## config.mk

```make
export PLATFORM = sky130hd
export DESIGN_NAME = load_store_unit_flat
export DESIGN_NICKNAME = d
export VERILOG_FILES = /design/src/rtl/load_store_unit_pkg.sv /design/src/rtl/load_store_unit_if.sv /design/src/rtl/load_store_unit_load_align.sv /design/src/rtl/load_store_unit.sv /design/src/flat_wrapper.sv
export SDC_FILE = /design/constraint.sdc
export NUM_CORES = 1
export LEC_CHECK = 0
export CAP_MARGIN = 10
export CELL_PAD_IN_SITES_DETAIL_PLACEMENT = 0
export CELL_PAD_IN_SITES_GLOBAL_PLACEMENT = 1
export CORE_MARGIN = 2
export CORE_UTILIZATION = 38
export CTS_CLUSTER_DIAMETER = 150
export DETAILED_ROUTE_END_ITERATION = 16
export GPL_TIMING_DRIVEN = 0
export PLACE_DENSITY = 0.89
export SLEW_MARGIN = 20
export SYNTH_ARGS = -nofsm -noshare
export SYNTH_HDL_FRONTEND = slang
export SYNTH_HIERARCHICAL = 1
export SYNTH_SLANG_ARGS = --single-unit
```

## constraint.sdc

```tcl
create_clock -name clk -period 3.33 [get_ports clk]
set_input_delay 0.4995 -clock clk [delete_from_list [all_inputs] [get_ports clk]]
set_output_delay 0.4995 -clock clk [all_outputs]
set_load 0.05 [all_outputs]
```

## src/rtl/load_store_unit_pkg.sv

```systemverilog
// Shared core definitions: RV32I load/store fn3 encodings, the LSU state type
// and the access legality rule used by the memory stage.
package core_pkg;

  localparam logic [2:0] FN3_LB  = 3'b000;
  localparam logic [2:0] FN3_LH  = 3'b001;
  localparam logic [2:0] FN3_LW  = 3'b010;
  localparam logic [2:0] FN3_LBU = 3'b100;
  localparam logic [2:0] FN3_LHU = 3'b101;
  localparam logic [2:0] FN3_SB  = 3'b000;
  localparam logic [2:0] FN3_SH  = 3'b001;
  localparam logic [2:0] FN3_SW  = 3'b010;

  typedef enum logic [1:0] {
    IDLE = 2'd0,
    REQ  = 2'd1,
    DONE = 2'd2
  } lsu_state_t;

  // Unknown fn3 codes are rejected together with misaligned halves and words.
  function automatic logic access_legal(input logic       is_store,
                                        input logic [2:0] fn3,
                                        input logic [1:0] addr_lo);
    logic ok;
    ok = 1'b0;
    if (is_store) begin
      case (fn3)
        FN3_SB:  ok = 1'b1;
        FN3_SH:  ok = ~addr_lo[0];
        FN3_SW:  ok = (addr_lo == 2'b00);
        default: ok = 1'b0;
      endcase
    end else begin
      case (fn3)
        FN3_LB, FN3_LBU: ok = 1'b1;
        FN3_LH, FN3_LHU: ok = ~addr_lo[0];
        FN3_LW:          ok = (addr_lo == 2'b00);
        default:         ok = 1'b0;
      endcase
    end
    return ok;
  endfunction

endpackage

```

## src/rtl/load_store_unit_if.sv

```systemverilog
// Data-memory bus between the load/store unit (master) and data memory (slave).
// Handshake: mem_req is held high with stable addr/be/wdata/we until the slave
// returns mem_ack for one cycle; mem_ack is only meaningful while mem_req is high.
interface load_store_unit_if #(
  parameter int N = 32
) ();
  logic         mem_req;
  logic         mem_we;
  logic [N-1:0] mem_addr;
  logic [3:0]   mem_be;
  logic [N-1:0] mem_wdata;
  logic [N-1:0] mem_rdata;
  logic         mem_ack;

  modport master (
    output mem_req, mem_we, mem_addr, mem_be, mem_wdata,
    input  mem_rdata, mem_ack
  );

  modport slave (
    input  mem_req, mem_we, mem_addr, mem_be, mem_wdata,
    output mem_rdata, mem_ack
  );
endinterface

```

## src/rtl/load_store_unit_load_align.sv

```systemverilog
// Selects the addressed byte/half of a read word and sign- or zero-extends it
// according to the load fn3.
module load_align
  import core_pkg::*;
#(
  parameter int N = 32
) (
  input  logic [N-1:0] rdata,
  input  logic [1:0]   addr_lo,
  input  logic [2:0]   fn3,
  output logic [N-1:0] data
);

  logic [7:0]  byte_sel;
  logic [15:0] half_sel;

  always_comb begin
    byte_sel = rdata[8*addr_lo +: 8];
    half_sel = addr_lo[1] ? rdata[31:16] : rdata[15:0];
    case (fn3)
      FN3_LB:  data = {{(N-8){byte_sel[7]}}, byte_sel};
      FN3_LBU: data = {{(N-8){1'b0}}, byte_sel};
      FN3_LH:  data = {{(N-16){half_sel[15]}}, half_sel};
      FN3_LHU: data = {{(N-16){1'b0}}, half_sel};
      default: data = rdata;
    endcase
  end

endmodule

```

## src/rtl/load_store_unit.sv

```systemverilog
// Memory-access stage: turns a load/store from execute into one req/ack
// transaction on the data bus, stalling the core until it completes.
module load_store_unit
  import core_pkg::*;
#(
  parameter int N       = 32,
  parameter int TIMEOUT = 255
) (
  input  logic               clk,
  input  logic               rst_n,
  input  logic [N-1:0]       alu_out,
  input  logic [N-1:0]       rs2_data,
  input  logic [2:0]         fn3,
  input  logic               mem_read,
  input  logic               mem_write,
  output logic               stall,
  output logic [N-1:0]       load_data,
  output logic               load_valid,
  output logic               misaligned,
  output logic               bus_err,
  load_store_unit_if.master  mem,
  output lsu_state_t         dbg_state_o
);

  localparam int CW = $clog2(TIMEOUT + 1);

  lsu_state_t   state_q;
  logic         req_q;
  logic         we_q;
  logic [N-1:0] addr_q;
  logic [3:0]   be_q;
  logic [N-1:0] wdata_q;
  logic [1:0]   addr_lo_q;
  logic [2:0]   fn3_q;
  logic         is_load_q;
  logic [CW-1:0] cnt_q;
  logic [N-1:0] load_data_q;
  logic         load_valid_q;
  logic         bus_err_q;

  logic         access;
  logic         is_store;
  logic         legal;
  logic         start;
  logic [3:0]   be_d;
  logic [N-1:0] wdata_d;
  logic [N-1:0] aligned;

  // A simultaneous read and write is resolved as a load.
  assign access   = mem_read | mem_write;
  assign is_store = mem_write & ~mem_read;
  assign legal    = access_legal(is_store, fn3, alu_out[1:0]);
  assign start    = (state_q == IDLE) & access & legal;

  // Gated by rst_n so both stay low for the whole reset window.
  assign stall      = rst_n & (start | (state_q == REQ));
  assign misaligned = rst_n & (state_q == IDLE) & access & ~legal;

  always_comb begin
    be_d    = 4'b0000;
    wdata_d = rs2_data;
    case (fn3)
      FN3_SB: begin
        be_d    = 4'b0001 << alu_out[1:0];
        wdata_d = {4{rs2_data[7:0]}};
      end
      FN3_SH: begin
        be_d    = alu_out[1] ? 4'b1100 : 4'b0011;
        wdata_d = {2{rs2_data[15:0]}};
      end
      default: begin
        be_d    = 4'b1111;
        wdata_d = rs2_data;
      end
    endcase
  end

  load_align #(.N(N)) u_load_align (
    .rdata   (mem.mem_rdata),
    .addr_lo (addr_lo_q),
    .fn3     (fn3_q),
    .data    (aligned)
  );

  always_ff @(posedge clk or negedge rst_n) begin
    if (!rst_n) begin
      state_q      <= IDLE;
      req_q        <= 1'b0;
      we_q         <= 1'b0;
      addr_q       <= '0;
      be_q         <= 4'b0000;
      wdata_q      <= '0;
      addr_lo_q    <= 2'b00;
      fn3_q        <= 3'b000;
      is_load_q    <= 1'b0;
      cnt_q        <= '0;
      load_data_q  <= '0;
      load_valid_q <= 1'b0;
      bus_err_q    <= 1'b0;
    end else begin
      load_valid_q <= 1'b0;
      bus_err_q    <= 1'b0;
      case (state_q)
        IDLE: begin
          if (start) begin
            state_q   <= REQ;
            req_q     <= 1'b1;
            we_q      <= is_store;
            addr_q    <= {alu_out[N-1:2], 2'b00};
            be_q      <= be_d;
            wdata_q   <= wdata_d;
            addr_lo_q <= alu_out[1:0];
            fn3_q     <= fn3;
            is_load_q <= ~is_store;
            cnt_q     <= '0;
          end
        end
        REQ: begin
          cnt_q <= cnt_q + 1'b1;
          // Ack takes priority over a timeout landing in the same cycle.
          if (mem.mem_ack) begin
            state_q      <= DONE;
            req_q        <= 1'b0;
            load_valid_q <= is_load_q;
            if (is_load_q) begin
              load_data_q <= aligned;
            end
          end else if (cnt_q == CW'(TIMEOUT - 1)) begin
            state_q   <= DONE;
            req_q     <= 1'b0;
            bus_err_q <= 1'b1;
          end
        end
        DONE: begin
          state_q <= IDLE;
        end
        default: begin
          state_q <= IDLE;
        end
      endcase
    end
  end

  assign mem.mem_req   = req_q;
  assign mem.mem_we    = we_q;
  assign mem.mem_addr  = addr_q;
  assign mem.mem_be    = be_q;
  assign mem.mem_wdata = wdata_q;

  assign load_data   = load_data_q;
  assign load_valid  = load_valid_q;
  assign bus_err     = bus_err_q;
  assign dbg_state_o = state_q;

endmodule

```

## src/flat_wrapper.sv

```systemverilog
// flat-port wrapper written by rule: the top's interface ports become plain ports
module load_store_unit_flat import core_pkg::*;
#(
  parameter int N       = 32,
  parameter int TIMEOUT = 255
)
  (clk, rst_n, alu_out, rs2_data, fn3, mem_read, mem_write, stall, load_data, load_valid, misaligned, bus_err, dbg_state_o, mem_mem_req, mem_mem_we, mem_mem_addr, mem_mem_be, mem_mem_wdata, mem_mem_rdata, mem_mem_ack);
  load_store_unit_if #(.N(N)) mem_i ();
  input  logic clk;
  input  logic rst_n;
  input  logic [N-1:0] alu_out;
  input  logic [N-1:0] rs2_data;
  input  logic [2:0] fn3;
  input  logic mem_read;
  input  logic mem_write;
  output logic stall;
  output logic [N-1:0] load_data;
  output logic load_valid;
  output logic misaligned;
  output logic bus_err;
  output lsu_state_t dbg_state_o;
  output wire logic [$bits(mem_i.mem_req)-1:0] mem_mem_req;
  output wire logic [$bits(mem_i.mem_we)-1:0] mem_mem_we;
  output wire logic [$bits(mem_i.mem_addr)-1:0] mem_mem_addr;
  output wire logic [$bits(mem_i.mem_be)-1:0] mem_mem_be;
  output wire logic [$bits(mem_i.mem_wdata)-1:0] mem_mem_wdata;
  input wire logic [$bits(mem_i.mem_rdata)-1:0] mem_mem_rdata;
  input wire logic [$bits(mem_i.mem_ack)-1:0] mem_mem_ack;
  assign mem_mem_req = mem_i.mem_req;
  assign mem_mem_we = mem_i.mem_we;
  assign mem_mem_addr = mem_i.mem_addr;
  assign mem_mem_be = mem_i.mem_be;
  assign mem_mem_wdata = mem_i.mem_wdata;
  assign mem_i.mem_rdata = mem_mem_rdata;
  assign mem_i.mem_ack = mem_mem_ack;
  load_store_unit #(.N(N), .TIMEOUT(TIMEOUT)) u_core (.clk(clk), .rst_n(rst_n), .alu_out(alu_out), .rs2_data(rs2_data), .fn3(fn3), .mem_read(mem_read), .mem_write(mem_write), .stall(stall), .load_data(load_data), .load_valid(load_valid), .misaligned(misaligned), .bus_err(bus_err), .mem(mem_i), .dbg_state_o(dbg_state_o));
endmodule
```

==> implementation parameters <==
Parameter                              Value

Outcome
  Status    complete, no violations

Finish
  Number of nets in the finished design    791
  Share of final-layout standard cells stronger than drive strength 1    22.4%
  Footprint of the multi-input gates    0.00267 sq mm
  Layout filler cell count    1211
  Post-layout util    58.2%
  Layout area overhead    50.3%
  Sequential Area    0.00295 sq mm
  Antenna diodes    0

Setup path
  Reg2reg setup slack    1.33 ns
  Endpoint of the most critical register-to-register path    u_core/load_data[1]$_DFFE_PN0P_
  Critical Path AT    2.70 ns
  Launching point of the worst reg2reg path    u_core/dbg_state_o[0]$_DFFE_PN0P_
  Setup crit end kind    output port
  Crit start category    input pin
  Crit Path Category    in2out
  Number of cell instances on the worst register-to-register path    5
  Largest driver fanout on the critical path    10
  Required time worst endpoint    2.83 ns

Synthesis
  Fraction of synthesized area in multiplexers    25.9%
  Post-synthesis sequential area ratio    50.4%
  Number of distinct library cells after synthesis    51
  YS warnings    6
  Fraction of registers with async set or reset after synthesis    100%
  Post-Synthesis Cell Area    0.00586 sq mm
  Mean post-synth cell area    12.9 sq um
  Adder and majority gate portion of the synthesized area    0.427%
  Synthesized netlist cell count    456
  Synth Area in XOR/XNOR    0.149%
  Complex-gate fraction of the synthesized area    12.6%
  Share of the synthesized area in the top cell type    50.4%
  EDFF count, synth    0
  Number of synthesized register bits    118
  Simple-gate share of the synthesized area    6.34%
  Largest family of logic cells by synthesized area    multiplexers
  Main synth FF type    sky130_fd_sc_hd__dfrtp_1
  Yosys top cell by area    sky130_fd_sc_hd__dfrtp_1
  Cells taking the most area after synthesis    sky130_fd_sc_hd__dfrtp_1, sky130_fd_sc_hd__mux2_2, sky130_fd_sc_hd__mux2_1, sky130_fd_sc_hd__mux2i_1, sky130_fd_sc_hd__a2bb2oi_2

Power
  Power per Cell Area    988 mW/mm^2
  Switching fraction of total power    43.3%
  LEAKAGE    0.00370 uW
  Clk network pwr share    21.3%
  Part of the total power dissipated in combinational logic    52.1%
  Part of the total power dissipated in sequential elements    26.7%
  Max rail drop VDD    0.460 mV
  Cell internal pwr    4930 uW
  Reported net switching power    3770 uW

Clock network
  Maximum count of clock buffers along a single path    2
  Number of clock buffers inserted by TritonCTS    17
  Deepest level of the CTS H-tree    4
  Hold buffer count at cts    0
  TritonCTS clock tree    yes
  Clock Latency Late Sink    0.41 ns
  Clock sink count    118
  Clk slew on worst S/H paths    0.06 ns
  Total setup buffers inserted after CTS    0
  Root Buffer    sky130_fd_sc_hd__clkbuf_16
  PostCTS Resize Cnt    2

Timing
  Final Cycle Share    96.2%
  Pins over their slew limit    0
  Final hold violation count    0
  Headroom to the max-slew limit    37.9%
  Worst Clk Skew    0.0105 ns
  Slew at the pin with the worst max-slew slack    0.928 ns
  Final Critical Period    3.20 ns
  Fmax    312 MHz
  Fin Hold WS    0.0587 ns
  RSZ-0062 raised after global routing    false
  Setup violation total in the final timing report    0

Floorplan
  Die Area    0.0164 sq mm
  Count of pins on the block boundary    212
  Number of standard-cell rows in the floorplan    45
  Standard cell core area    0.0151 sq mm
  Die outline height    128 microns
  Width of the die    128 microns
  Initial core utilization    38.7%

Job
  Max-cap violation count    0

Routing
  Avg Vias per Cell    5.24
  Count of vias placed by the detailed router    4636
  Number of detailed-route iterations in the first pass    5
  DRT iter0 DRCs    222
  Post-route ant nets    0
  Routed WL per cell    18.8 microns
  Number of remaining DRC errors    0
  DRT Wirelength    16.6 mm

Global routing
  Largest net degree at the start of global routing    66
  Vias in the first global route    4994
  Global-route wire length before repair    26.4 mm
  Overall Global Routing Usage    20.8%
  Initial antenna violation count    0
  Grt ovf    0

Placed design
  Final HPWL from detailed placement    12.5 mm
  Port-buffer cells    208
  Final Wtd Congestion    0.837

Worst hold path
  Type of the most critical hold path    in2async
-- registers in the layout (all words and copies together) (netlist names) --
register	count
u_core/load_data	32
u_core/is_load_q	1
u_core/bus_err	1
u_core/mem.mem_we	1
u_core/load_valid	1
u_core/mem.mem_be	4
u_core/addr_lo_q	2
u_core/fn3_q	3
u_core/mem.mem_addr	30
u_core/cnt_q	8
u_core/dbg_state_o	2
u_core/mem.mem_wdata	32
u_core/mem.mem_req	1
-- layout by cell type (no fill, tap or decap), types with 7 or more instances in the layout --
master	instances
sky130_fd_sc_hd__nor2_1	19
sky130_fd_sc_hd__inv_1	9
sky130_fd_sc_hd__clkbuf_16	17
sky130_fd_sc_hd__o21ai_1	7
sky130_fd_sc_hd__mux2_2	72
sky130_fd_sc_hd__dfrtp_1	118
sky130_fd_sc_hd__nor2b_1	12
sky130_fd_sc_hd__a21oi_1	17
sky130_fd_sc_hd__nand2_1	9
sky130_fd_sc_hd__clkbuf_1	12
sky130_fd_sc_hd__o21ai_0	18
sky130_fd_sc_hd__clkdlybuf4s50_1	205
sky130_fd_sc_hd__a2bb2oi_2	14
sky130_fd_sc_hd__mux2_4	10
sky130_fd_sc_hd__mux2i_1	24
sky130_fd_sc_hd__mux2_1	28
sky130_fd_sc_hd__buf_4	9
sky130_fd_sc_hd__buf_6	7
-- synth_stat cells (2+ instances only) --
cell type / n
sky130_fd_sc_hd__nor2b_1: 12
sky130_fd_sc_hd__nand3_1: 6
sky130_fd_sc_hd__mux2_2: 72
sky130_fd_sc_hd__nand4_1: 4
sky130_fd_sc_hd__o21a_1: 4
sky130_fd_sc_hd__o21ai_0: 18
sky130_fd_sc_hd__a2bb2oi_2: 14
sky130_fd_sc_hd__mux2_4: 10
sky130_fd_sc_hd__nor3_1: 2
sky130_fd_sc_hd__clkbuf_1: 12
sky130_fd_sc_hd__mux2_1: 28
sky130_fd_sc_hd__a22o_1: 2
sky130_fd_sc_hd__and3_1: 5
sky130_fd_sc_hd__dfrtp_1: 118
sky130_fd_sc_hd__buf_4: 9
sky130_fd_sc_hd__nor2_1: 19
sky130_fd_sc_hd__mux2i_1: 24
sky130_fd_sc_hd__a221o_1: 6
sky130_fd_sc_hd__a21oi_1: 17
sky130_fd_sc_hd__a2bb2oi_1: 6
sky130_fd_sc_hd__ha_1: 2
sky130_fd_sc_hd__nand2b_1: 2
sky130_fd_sc_hd__inv_1: 9
sky130_fd_sc_hd__buf_2: 5
sky130_fd_sc_hd__o21ai_1: 7
sky130_fd_sc_hd__buf_6: 6
sky130_fd_sc_hd__nand2_1: 9
sky130_fd_sc_hd__o221ai_1: 5
-- metal layers --
metal / routed length [microns] / share of wire [%] / track usage (%)
met5: 0 / 0 / 0
met3: 1070 / 6.5 / 6.26
met1: 6910 / 42 / 25.0
met4: 395 / 2.4 / 9.05
met2: 8240 / 50 / 34.4
-- worst max-delay path by stage --
stage                     depth (start not counted)  slack (ns)  startpoint         end
after CTS                                         8        0.13      fn3[2]       stall
after floorplan                                   7        0.55      fn3[0]       stall
after global routing                              8        0.03      fn3[2]       stall
after global placement                            3       -3.47       rst_n  misaligned
after detailed placement                          8       -0.17      fn3[2]       stall
final                                             8        0.13      fn3[2]       stall
-- logic make-up (layout without fill, tap and decap cells) --
group / count (synthesis) / after routing
xor gates and xnor gates: 1 / 1
and+or+nand+nor: 68 / 68
DFF: 118 / 118
other: 1 / 2
adders and majority gates: 2 / 2
muxes: 134 / 134
buffers and inverters: 42 / 281
AOI/OAI and AO/OA: 90 / 90
-- power groups by stage --
stage / Sequential, uW / Clock [uW] / Combinational (uW)
after floorplan: 4060 / 0 / 1240
after global placement: 2310 / 0 / 4470
after global routing: 2400 / 1970 / 4730
after detailed placement: 2340 / 0 / 4540
after CTS: 2330 / 1900 / 4550
final: 2320 / 1850 / 4530
-- area by class of cell --
class / instances / area share, %
tap: 188 / 2.67
timing repair buffer: 209 / 23.9
clock buffer: 23 / 5.77
sequential: 118 / 33.5
buffer: 32 / 2.33
clock inverter: 7 / 1.07
inverter: 10 / 0.426
multi-input combinational: 297 / 30.3
-- worst max-delay path: stages --
cell	delay (ns)
sky130_fd_sc_hd__clkdlybuf4s50_1	0.51
sky130_fd_sc_hd__nor4_2	0.30
sky130_fd_sc_hd__a22oi_2	0.13
sky130_fd_sc_hd__or2_1	0.26
sky130_fd_sc_hd__buf_6	0.14
sky130_fd_sc_hd__buf_6	0.16
sky130_fd_sc_hd__a21boi_1	0.15
sky130_fd_sc_hd__dlygate4sd2_1	0.55
-- metrics by stage --
step	setup slack [ns]	instance area [sq um]	TNS (ns)	cells	power (uW)
2_1_floorplan	0.548	5860	0	457	5300
3_3_place_gp	-3.47	8180	-340.11	853	6780
3_5_place_dp	-0.166	8210	-0.215	854	6880
4_1_cts	0.127	8810	0	884	8770
5_1_grt	0.0311	8810	0	884	9090
6_report	0.127	8810	0	884	8700
No activity file was read; power rests on OpenSTA's default activity.
